--- src/rtl/chunk_addsub.sv ---
// Multi-cycle adder/subtractor: processes CHUNK bits per clock, N = WIDTH/CHUNK cycles per op.
// Optional macro CHUNK_ADDSUB_SAT_EN saturates Sum to signed max/min on overflow.
module chunk_addsub #(
    parameter int WIDTH = 16,
    parameter int CHUNK = 4
) (
    input  logic             clk,
    input  logic             rst,
    input  logic             start,
    input  logic             sub,
    input  logic [WIDTH-1:0] A,
    input  logic [WIDTH-1:0] B,
    input  logic             Cin,
    output logic             busy,
    output logic             done,
    output logic [WIDTH-1:0] Sum,
    output logic             Cout,
    output logic             Ovf
);
    localparam int N  = WIDTH / CHUNK;
    localparam int KW = (N > 1) ? $clog2(N) : 1;

    typedef enum logic {IDLE, RUN} state_t;

    state_t           state;
    logic [WIDTH-1:0] a_r, b_r, res;
    logic [KW-1:0]    k;
    logic             c;

    logic [CHUNK-1:0] a_ch, b_ch;
    logic [CHUNK:0]   part;
    logic [WIDTH-1:0] res_nxt, sum_fin;
    logic             last, ovf_nxt;

    always_comb begin
        a_ch    = a_r[k*CHUNK +: CHUNK];
        b_ch    = b_r[k*CHUNK +: CHUNK];
        part    = {1'b0, a_ch} + {1'b0, b_ch} + {{CHUNK{1'b0}}, c};
        res_nxt = res;
        res_nxt[k*CHUNK +: CHUNK] = part[CHUNK-1:0];
        last    = (k == KW'(N - 1));
        // carry into the MSB is recovered from the MSB sum bit; only meaningful on the last chunk
        ovf_nxt = a_ch[CHUNK-1] ^ b_ch[CHUNK-1] ^ part[CHUNK-1] ^ part[CHUNK];
`ifdef CHUNK_ADDSUB_SAT_EN
        if (ovf_nxt)
            sum_fin = a_r[WIDTH-1] ? {1'b1, {(WIDTH-1){1'b0}}} : {1'b0, {(WIDTH-1){1'b1}}};
        else
            sum_fin = res_nxt;
`else
        sum_fin = res_nxt;
`endif
    end

    always_ff @(posedge clk or posedge rst) begin
        if (rst) begin
            state <= IDLE;
            busy  <= 1'b0;
            done  <= 1'b0;
            Sum   <= '0;
            Cout  <= 1'b0;
            Ovf   <= 1'b0;
            k     <= '0;
            c     <= 1'b0;
            a_r   <= '0;
            b_r   <= '0;
            res   <= '0;
        end else begin
            case (state)
                IDLE: begin
                    done <= 1'b0;
                    if (start) begin
                        state <= RUN;
                        busy  <= 1'b1;
                        a_r   <= A;
                        // subtract folds into add: A + ~B + ~Cin
                        b_r   <= sub ? ~B : B;
                        c     <= sub ? ~Cin : Cin;
                        k     <= '0;
                    end
                end
                RUN: begin
                    res <= res_nxt;
                    c   <= part[CHUNK];
                    k   <= k + 1'b1;
                    if (last) begin
                        state <= IDLE;
                        busy  <= 1'b0;
                        done  <= 1'b1;
                        k     <= '0;
                        Sum   <= sum_fin;
                        Cout  <= part[CHUNK];
                        Ovf   <= ovf_nxt;
                    end
                end
                default: state <= IDLE;
            endcase
        end
    end
endmodule

--- config.mk ---
export PLATFORM = sky130hd
export DESIGN_NAME = chunk_addsub
export DESIGN_NICKNAME = d
export VERILOG_FILES = /design/src/rtl/chunk_addsub.sv
export SDC_FILE = /design/constraint.sdc
export NUM_CORES = 1
export LEC_CHECK = 0
export BUFFER_PORTS_ARGS = -buffer_cell sky130_fd_sc_hd__clkbuf_2
export CAP_MARGIN = 20
export CORE_UTILIZATION = 51
export DETAILED_ROUTE_END_ITERATION = 7
export GPL_ROUTABILITY_DRIVEN = 0
export PLACE_DENSITY = 0.87
export SLEW_MARGIN = 20
export SYNTH_ARGS = -nofsm -noshare
export SYNTH_HDL_FRONTEND = slang
export SYNTH_SLANG_ARGS = --single-unit
--- constraint.sdc ---
create_clock -name clk -period 2.7 [get_ports clk]
set_input_delay 0.405 -clock clk [delete_from_list [all_inputs] [get_ports clk]]
set_output_delay 0.405 -clock clk [all_outputs]
set_load 0.1 [all_outputs]
# After elaboration in Yosys (flattened, before gate mapping)
# Index checks and enable logic that the tools add are counted.
word_totals:
  regBits: 72
  in_bits: 37
  elab_cells: 47
op_classes:
  n_addsub: 4
  eq_ne: 3
  shifts: 4
  n_mux: 16
  n_bitwise: 6
  reduce_logical: 3
ops:
  columns: ["op", "count"]
  rows:
  - ["$neg 4->34", 1]
  - ["$shift 4x34->16 const A", 1]
  - ["$shiftx 4x34->16", 1]
  - ["$shiftx 16x5->4", 2]
  - ["$bwmux 16", 1]
  - ["$mux 16", 1]
  - ["$not 16->16", 1]
  - ["$pmux 1 s2", 4]
  - ["$mux 1", 7]
  - ["$reduce_and 2->1", 3]
  - ["$add 4x4->5", 1]
  - ["$add 5x1->5", 1]
  - ["$mux 2", 2]
  - ["$pmux 2 s2", 1]
  - ["$xor 1x1->1", 3]
  - ["$add 2x1->2 const B", 1]
  - ["$eq 2x2->1 const B", 1]
  - ["$ne 2x1->1 const B", 1]
  - ["$ne 2x2->1 const B", 1]
  - ["$not 1->1", 2]

# Logic depth before layout (Yosys ltp)
# Gate-level depths: netlist of the first run.
logic_depth:
  depth_word: 5
  mapped_depth: 8
  mapped_depth_nobuf: 7

# Worst setup path after synthesis of the first run
# No wires, ideal clock.
synth_path:
  kind: "reg-to-reg"
  start: "register k[0]"
  end: "register Ovf"
  setup_ps: 130
  arrival_time_ps: 2574
  required_ps: 2570
  path_slack_ps: -4
  stages_incl_launch_ff: 9
  path_buffers: 1
  period_less_slack_ps: 2704
  path_cell_list: "dfrtp_1 buf_4 mux4_2 fa_1 fa_1 a21o_1 a21oi_1 xnor2_1 o21ai_1"
synth_via:
  elab_chain_len: 5
  elab_cells_between_ends: 9
  classes_between: "2 x add/sub; 1 x eq/ne; 2 x shift; 3 x bitwise; 1 x reduce/logical"
synth_rtl:
  columns: ["item", "line", "source"]
  rows:
  - ["from (decl)", "27", "logic [KW-1:0] k;"]
  - ["from (signal assigned)", "84", "k <= k + 1'b1;"]
  - ["$shiftx 16x5->4 (on tied branches)", "36, 37", null]
  - ["$add 4x4->5", "38", "part = {1'b0, a_ch} + {1'b0, b_ch} + {{CHUNK{1'b0}}, c};"]
  - ["$add 5x1->5", "38", null]
  - ["$xor 1x1->1 (2 in series)", "43", "ovf_nxt = a_ch[CHUNK-1] ^ b_ch[CHUNK-1] ^ part[CHUNK-1] ^ part[CHUNK];"]
  - ["to (signal assigned)", "92", "Ovf <= ovf_nxt;"]
  - ["to (decl)", "18", "output logic Ovf"]
# Parallel ways exist; a longest one is shown, timed or not.
# A chain may end at the register's enable or synchronous reset.

# Final worst setup path of the first run
# Ends and elaborated chain as after synthesis.

==> flow_summary.json, run 1 <==
{
  "cts_sinks": 72,
  "clk_latency_ns": 0.35,
  "worstPathRequired_ns": 2.91,
  "yosys-top-cells-area": "dfrtp_1 52%, mux2_4 6.9%, o21ai_0 6.2%",
  "skew_ns": 0.00676,
  "reg2reg_to": "Ovf$_DFFE_PP0P_",
  "relSlewSlack": 0.506,
  "die_y_um": 84.8,
  "grt_max_degree": 33,
  "diodes": 0,
  "synth-seq-cells": 72,
  "tns_ns": 0,
  "drt_wl_total_mm": 6.66,
  "maxCapViolCount": 0,
  "cp-start-kind": "register",
  "maxSlewViolCount": 0,
  "path_class": "register to register",
  "arrival_ns": 2.77,
  "multi_input_area_sq_um": 1580,
  "drtPass1Iterations": 6,
  "clkTransAtPathRegs_ns": 0.08,
  "finalSetupViolCount": 0,
  "row_count": 29,
  "drcViolationCount": 2,
  "wl_met1_mm": 2.87,
  "startpoint": "k[0]$_DFFE_PP0P_",
  "hp-class": "primary input to asynchronous set/reset pin",
  "die_w_um": 84.8,
  "cts_inserted_buffers": 9,
  "ys_warn_count": 0,
  "r2r_slack_ns": 0.13,
  "cp_max_fo": 5,
  "hold_viol": 0,
  "synth_top_area_frac": 0.515,
  "coreArea_sq_um": 6490,
  "mostFrequentLayoutCells": "71 x dfrtp_1, 56 x clkbuf_2, 53 x nand2_1, 43 x o21ai_0, 19 x xnor2_1",
  "finalNonFillerCells": 452,
  "synth_fp_nets": 355,
  "yosysTopAreaCell": "dfrtp_1",
  "register_area_sq_um": 1800,
  "synth_area_per_cell_sq_um": 11.4,
  "met2_length_mm": 3.30,
  "nets": 418,
  "crit_path_max_incr_delay_ns": 0.53,
  "io_buffer_count": 56,
  "syn_inst": 307,
  "cts_root_buf": "clkbuf_8",
  "final_common_cell": "dfrtp_1",
  "synth_flop_cell": "dfrtp_1",
  "r2r_start": "k[0]$_DFFE_PP0P_",
  "tritoncts": "yes",
  "cts_buffer_depth": 2,
  "antenna_found_initial": 0,
  "crit_chain": "mux4_2, fa_1, fa_1, a21o_1, a21oi_2, xnor2_1, o21ai_1",
  "cts_hold_buf": 0,
  "first_iter_violations": 136,
  "final_layout_size_suffix_gt1_frac": 0.301,
  "ys_async_sr_fraction": 1.00,
  "synth_edf_count": 0,
  "fillers": 503,
  "synth_area_sq_um": 3500,
  "start_util": 0.538,
  "worst_pin_slew_ns": 0.739,
  "grt_pass1_vias": 2466,
  "ys_types": 34,
  "hpwl_mm": 4.98,
  "wl_per_cell_um": 14.7,
  "violations": "design-rule violations",
  "fmax_mhz": 390,
  "grt_pass1_wl_mm": 11.5,
  "status": "complete, but fails checks",
  "rsz0062_at_grt": "false",
  "hold_slack_ns": 0.0737,
  "dr.max_layer_used": "met4",
  "overflow": 0,
  "grt_usage": 0.211,
  "cpMostUsedCell": "fa_1",
  "io_pins": 57,
  "slowest_stage": "mux4_2",
  "fin_crit_sh": 0.951,
  "dieArea_sq_um": 7190,
  "wl_met3_um": 322,
  "dp_cells": 436,
  "syn2layout_area_growth_pct": 18.4,
  "end_kind": "register",
  "htree_levels": 3,
  "viasPerCell": 5.49,
  "vias": 2481,
  "finalCriticalPeriod_ns": 2.57,
  "seq_area_frac_synth": 0.515,
  "r2r_cells": 7,
  "final_antenna_net_count": 0
}
## per-stage QoR
step	utilization	cell area, sq um	setup slack, ns
2_1_floorplan	-	3500	0.0318
3_3_place_gp	0.595	3870	0.0944
3_5_place_dp	0.595	3870	-0.00496
4_1_cts	0.637	4140	0.0687
5_1_grt	0.638	4140	0.0192
6_report	0.638	4140	0.133
## worst max-delay path by stage
| stage | endpoint | slack [ns] | cells after the start |
|---|---|---|---|
| 4_1_cts | Ovf$_DFFE_PP0P_ | 0.07 | 7 |
| 3_3_place_gp | Ovf$_DFFE_PP0P_ | 0.09 | 7 |
| 2_1_floorplan | Ovf$_DFFE_PP0P_ | 0.03 | 8 |
| 6_report | Ovf$_DFFE_PP0P_ | 0.13 | 7 |
| 5_1_grt | Ovf$_DFFE_PP0P_ | 0.02 | 7 |
| 3_5_place_dp | Ovf$_DFFE_PP0P_ | -0.005 | 7 |
## routing by layer
layer,track usage,vias up
met5,0,-
met4,0.0924,0
met3,0.0669,18
met2,0.351,81
met1,0.255,1187
li1,-,1195
## Yosys cell counts (all sizes together), types with 7 or more instances
library cell,n
a21oi,18
dfrtp,72
mux2,16
nand2,53
o21ai,44
mux4,8
buf,9
ha,9
clkbuf,7
nor2b,13
xnor2,19
## logic make-up (layout without fill, tap and decap cells)
group | count (synthesis) | in the layout | share of synthesized area
multiplexers | 25 | 25 | 0.123
AO/OA/AOI/OAI | 75 | 75 | 0.123
flip-flops | 72 | 72 | 0.515
buffers and inverters | 21 | 89 | 0.0336
AND/OR/NAND/NOR | 82 | 82 | 0.109
adder cells (fa/ha/maj) | 11 | 11 | 0.0437
XOR/XNOR | 21 | 21 | 0.0526
## worst max-delay path: cells and delay by family (launching register included)
kind	cells	cell delay [ns]
fa+ha+maj	2	0.86
mux	1	0.53
compound gates	3	0.47
flops	1	0.42
xor+xnor	1	0.14
## sequential cells by signal, indices dropped and copies added, names as in the netlist
register / flops
Sum: 16
a_r: 16
b_r: 16
res: 16
k: 2
Cout: 1
Ovf: 1
busy: 1
c: 1
done: 1
state: 1
## repair_timing
action,in CTS,in global routing
hold endpoints to repair,0,0
cloned,0,0
setup endpoints to repair,1,1
setup buffers,0,0
gates resized for setup,1,1
## final cells by class
| cell class | count | area share |
|---|---|---|
| clock buffer | 11 | 0.0341 |
| clock inverter | 5 | 0.0308 |
| inverter | 5 | 0.00453 |
| multi-input combinational | 214 | 0.382 |
| sequential | 72 | 0.435 |
| tap | 77 | 0.0233 |
| timing repair buffer | 68 | 0.0894 |
Power of run 1 is not shown: default switching activity piles up to over one toggle a cycle in this logic, so the estimate is an artifact.
==> inputs of run 2 (changes only) <==
==> constraint.sdc (replaced) <==
create_clock -name clk -period 2.7 [get_ports clk]
set_input_delay 0.54 -clock clk [delete_from_list [all_inputs] [get_ports clk]]
set_output_delay 0.54 -clock clk [all_outputs]
set_load 0.1 [all_outputs]
==> run 2 against run 1 <==
The run still ends with design-rule violations left. Sequential share of layout area up 0.43 points. Core utilization down 0.62 points. Hold slack better by 0.35 ns. Fmax up 1.2%. Clock-buffer cell count unchanged. Die area unchanged. Flip-flop and latch count unchanged.
==> flow_summary.json, run 2 (synthesis gave the netlist of run 1 again) <==
{
  "status": "complete, but fails checks",
  "violations": "design-rule violations",
  "io_buffer_count": 56,
  "cp-start-kind": "register",
  "final_antenna_net_count": 0,
  "syn2layout_area_growth_pct": 17.3,
  "die_w_um": 84.8,
  "vias": 2437,
  "htree_levels": 3,
  "die_y_um": 84.8,
  "worst_pin_slew_ns": 0.869,
  "cts_buffer_depth": 2,
  "rsz0062_at_grt": "false",
  "coreArea_sq_um": 6490,
  "nets": 419,
  "reg2reg_to": "Ovf$_DFFE_PP0P_",
  "io_pins": 57,
  "drcViolationCount": 2,
  "maxCapViolCount": 0,
  "hp-start": "A[10]",
  "finalSetupViolCount": 0,
  "arrival_ns": 2.74,
  "grt_pass1_vias": 2516,
  "fin_crit_sh": 0.940,
  "fillers": 537,
  "grt_usage": 0.210,
  "tns_ns": 0,
  "wl_met1_mm": 2.88,
  "drt_wl_total_mm": 6.80,
  "dieArea_sq_um": 7190,
  "clkTransAtPathRegs_ns": 0.07,
  "mostFrequentLayoutCells": "71 x dfrtp_1, 56 x clkbuf_2, 53 x nand2_1, 43 x o21ai_0, 19 x xnor2_1",
  "post-route-cell-area_sq_um": 4100,
  "r2r_slack_ns": 0.16,
  "drtPass1Iterations": 6,
  "hold_end": "a_r[10]$_DFFE_PP0P_",
  "end_kind": "register",
  "overflow": 0,
  "hp-class": "primary input to register",
  "dr.max_layer_used": "met4",
  "fmax_mhz": 394,
  "cts_inserted_buffers": 9,
  "r2r_cells": 7,
  "hold_depth": 2,
  "final_layout_size_suffix_gt1_frac": 0.303,
  "antenna_found_initial": 0,
  "maxSlewViolCount": 0,
  "wl_met3_um": 291,
  "path_class": "register to register",
  "final_util": 0.631,
  "post_dp_cell_area_sq_um": 3860,
  "worstPathRequired_ns": 2.90,
  "viasPerCell": 5.38,
  "cts_root_buf": "clkbuf_8",
  "start_util": 0.538,
  "wl_per_cell_um": 15.0,
  "first_iter_violations": 163,
  "relSlewSlack": 0.421,
  "finalCriticalPeriod_ns": 2.54,
  "met2_length_mm": 3.52,
  "row_count": 29,
  "diodes": 0,
  "skew_ns": 0.00393,
  "cp_max_fo": 5,
  "grt_max_degree": 73,
  "grt_pass1_wl_mm": 11.6,
  "tritoncts": "yes",
  "r2r_start": "k[0]$_DFFE_PP0P_",
  "clk_latency_ns": 0.34,
  "final_common_cell": "dfrtp_1",
  "cts_sinks": 72,
  "startpoint": "k[0]$_DFFE_PP0P_",
  "hold_viol": 0,
  "hpwl_mm": 4.96
}
## run 2: changes by cell type in the layout (fill, tap and decap cells not counted), sizes merged
cell / before / now
bufinv: 4 / 2
clkinvlp: 1 / 2
buf: 12 / 13
clkinv: 0 / 1
## run 2: cell type report
class	instances	area, sq um	share of cell area
flip-flops and latches	72	1800	0.440
multi-input cells	214	1580	0.386
clock inverters	5	80.1	0.0195
clock buffers	11	141	0.0345
repair buffers	69	378	0.0921
inverters	5	18.8	0.00458
well taps	77	96.3	0.0235
## run 2: critical path, stage by stage, from the launching register on
cell     delay (ns)
dfrtp_2        0.42
mux4_2         0.53
fa_1           0.46
fa_1           0.41
a21o_1         0.21
a21oi_2        0.16
xnor2_1        0.14
o21ai_1        0.08
## run 2: stage by stage
stage                     hold slack [ns]  cells  setup slack, ns
after floorplan                     0.442    307           0.0318
after global placement              0.453    435            0.100
after detailed placement            0.462    435          -0.0425
after CTS                           0.410    451           0.0245
after global routing                0.411    453           0.0236
final                               0.422    453            0.163
## run 2: layer usage
layer	global-route usage	vias to the layer above
met1	0.248	1167
met5	0	-
li1	-	1192
met4	0.0570	0
met3	0.0649	11
met2	0.371	67
## run 2: worst max-delay path by stage
stage	to	slack [ns]
after global placement	Ovf$_DFFE_PP0P_	0.1
final	Ovf$_DFFE_PP0P_	0.16
after CTS	Ovf$_DFFE_PP0P_	0.02
after floorplan	Ovf$_DFFE_PP0P_	0.03
after detailed placement	Ovf$_DFFE_PP0P_	-0.04
after global routing	Ovf$_DFFE_PP0P_	0.02
## run 2: timing repair
action | CTS | global route
endpoints found under the setup margin | 1 | 6
hold buffers | 0 | 0
buffers inserted | 0 | 2
endpoints found under the hold margin | 0 | 0
cloned | 0 | 0
pin swaps | 0 | 1
gates resized for setup | 1 | 1
Power of run 2 is left out for the same reason.
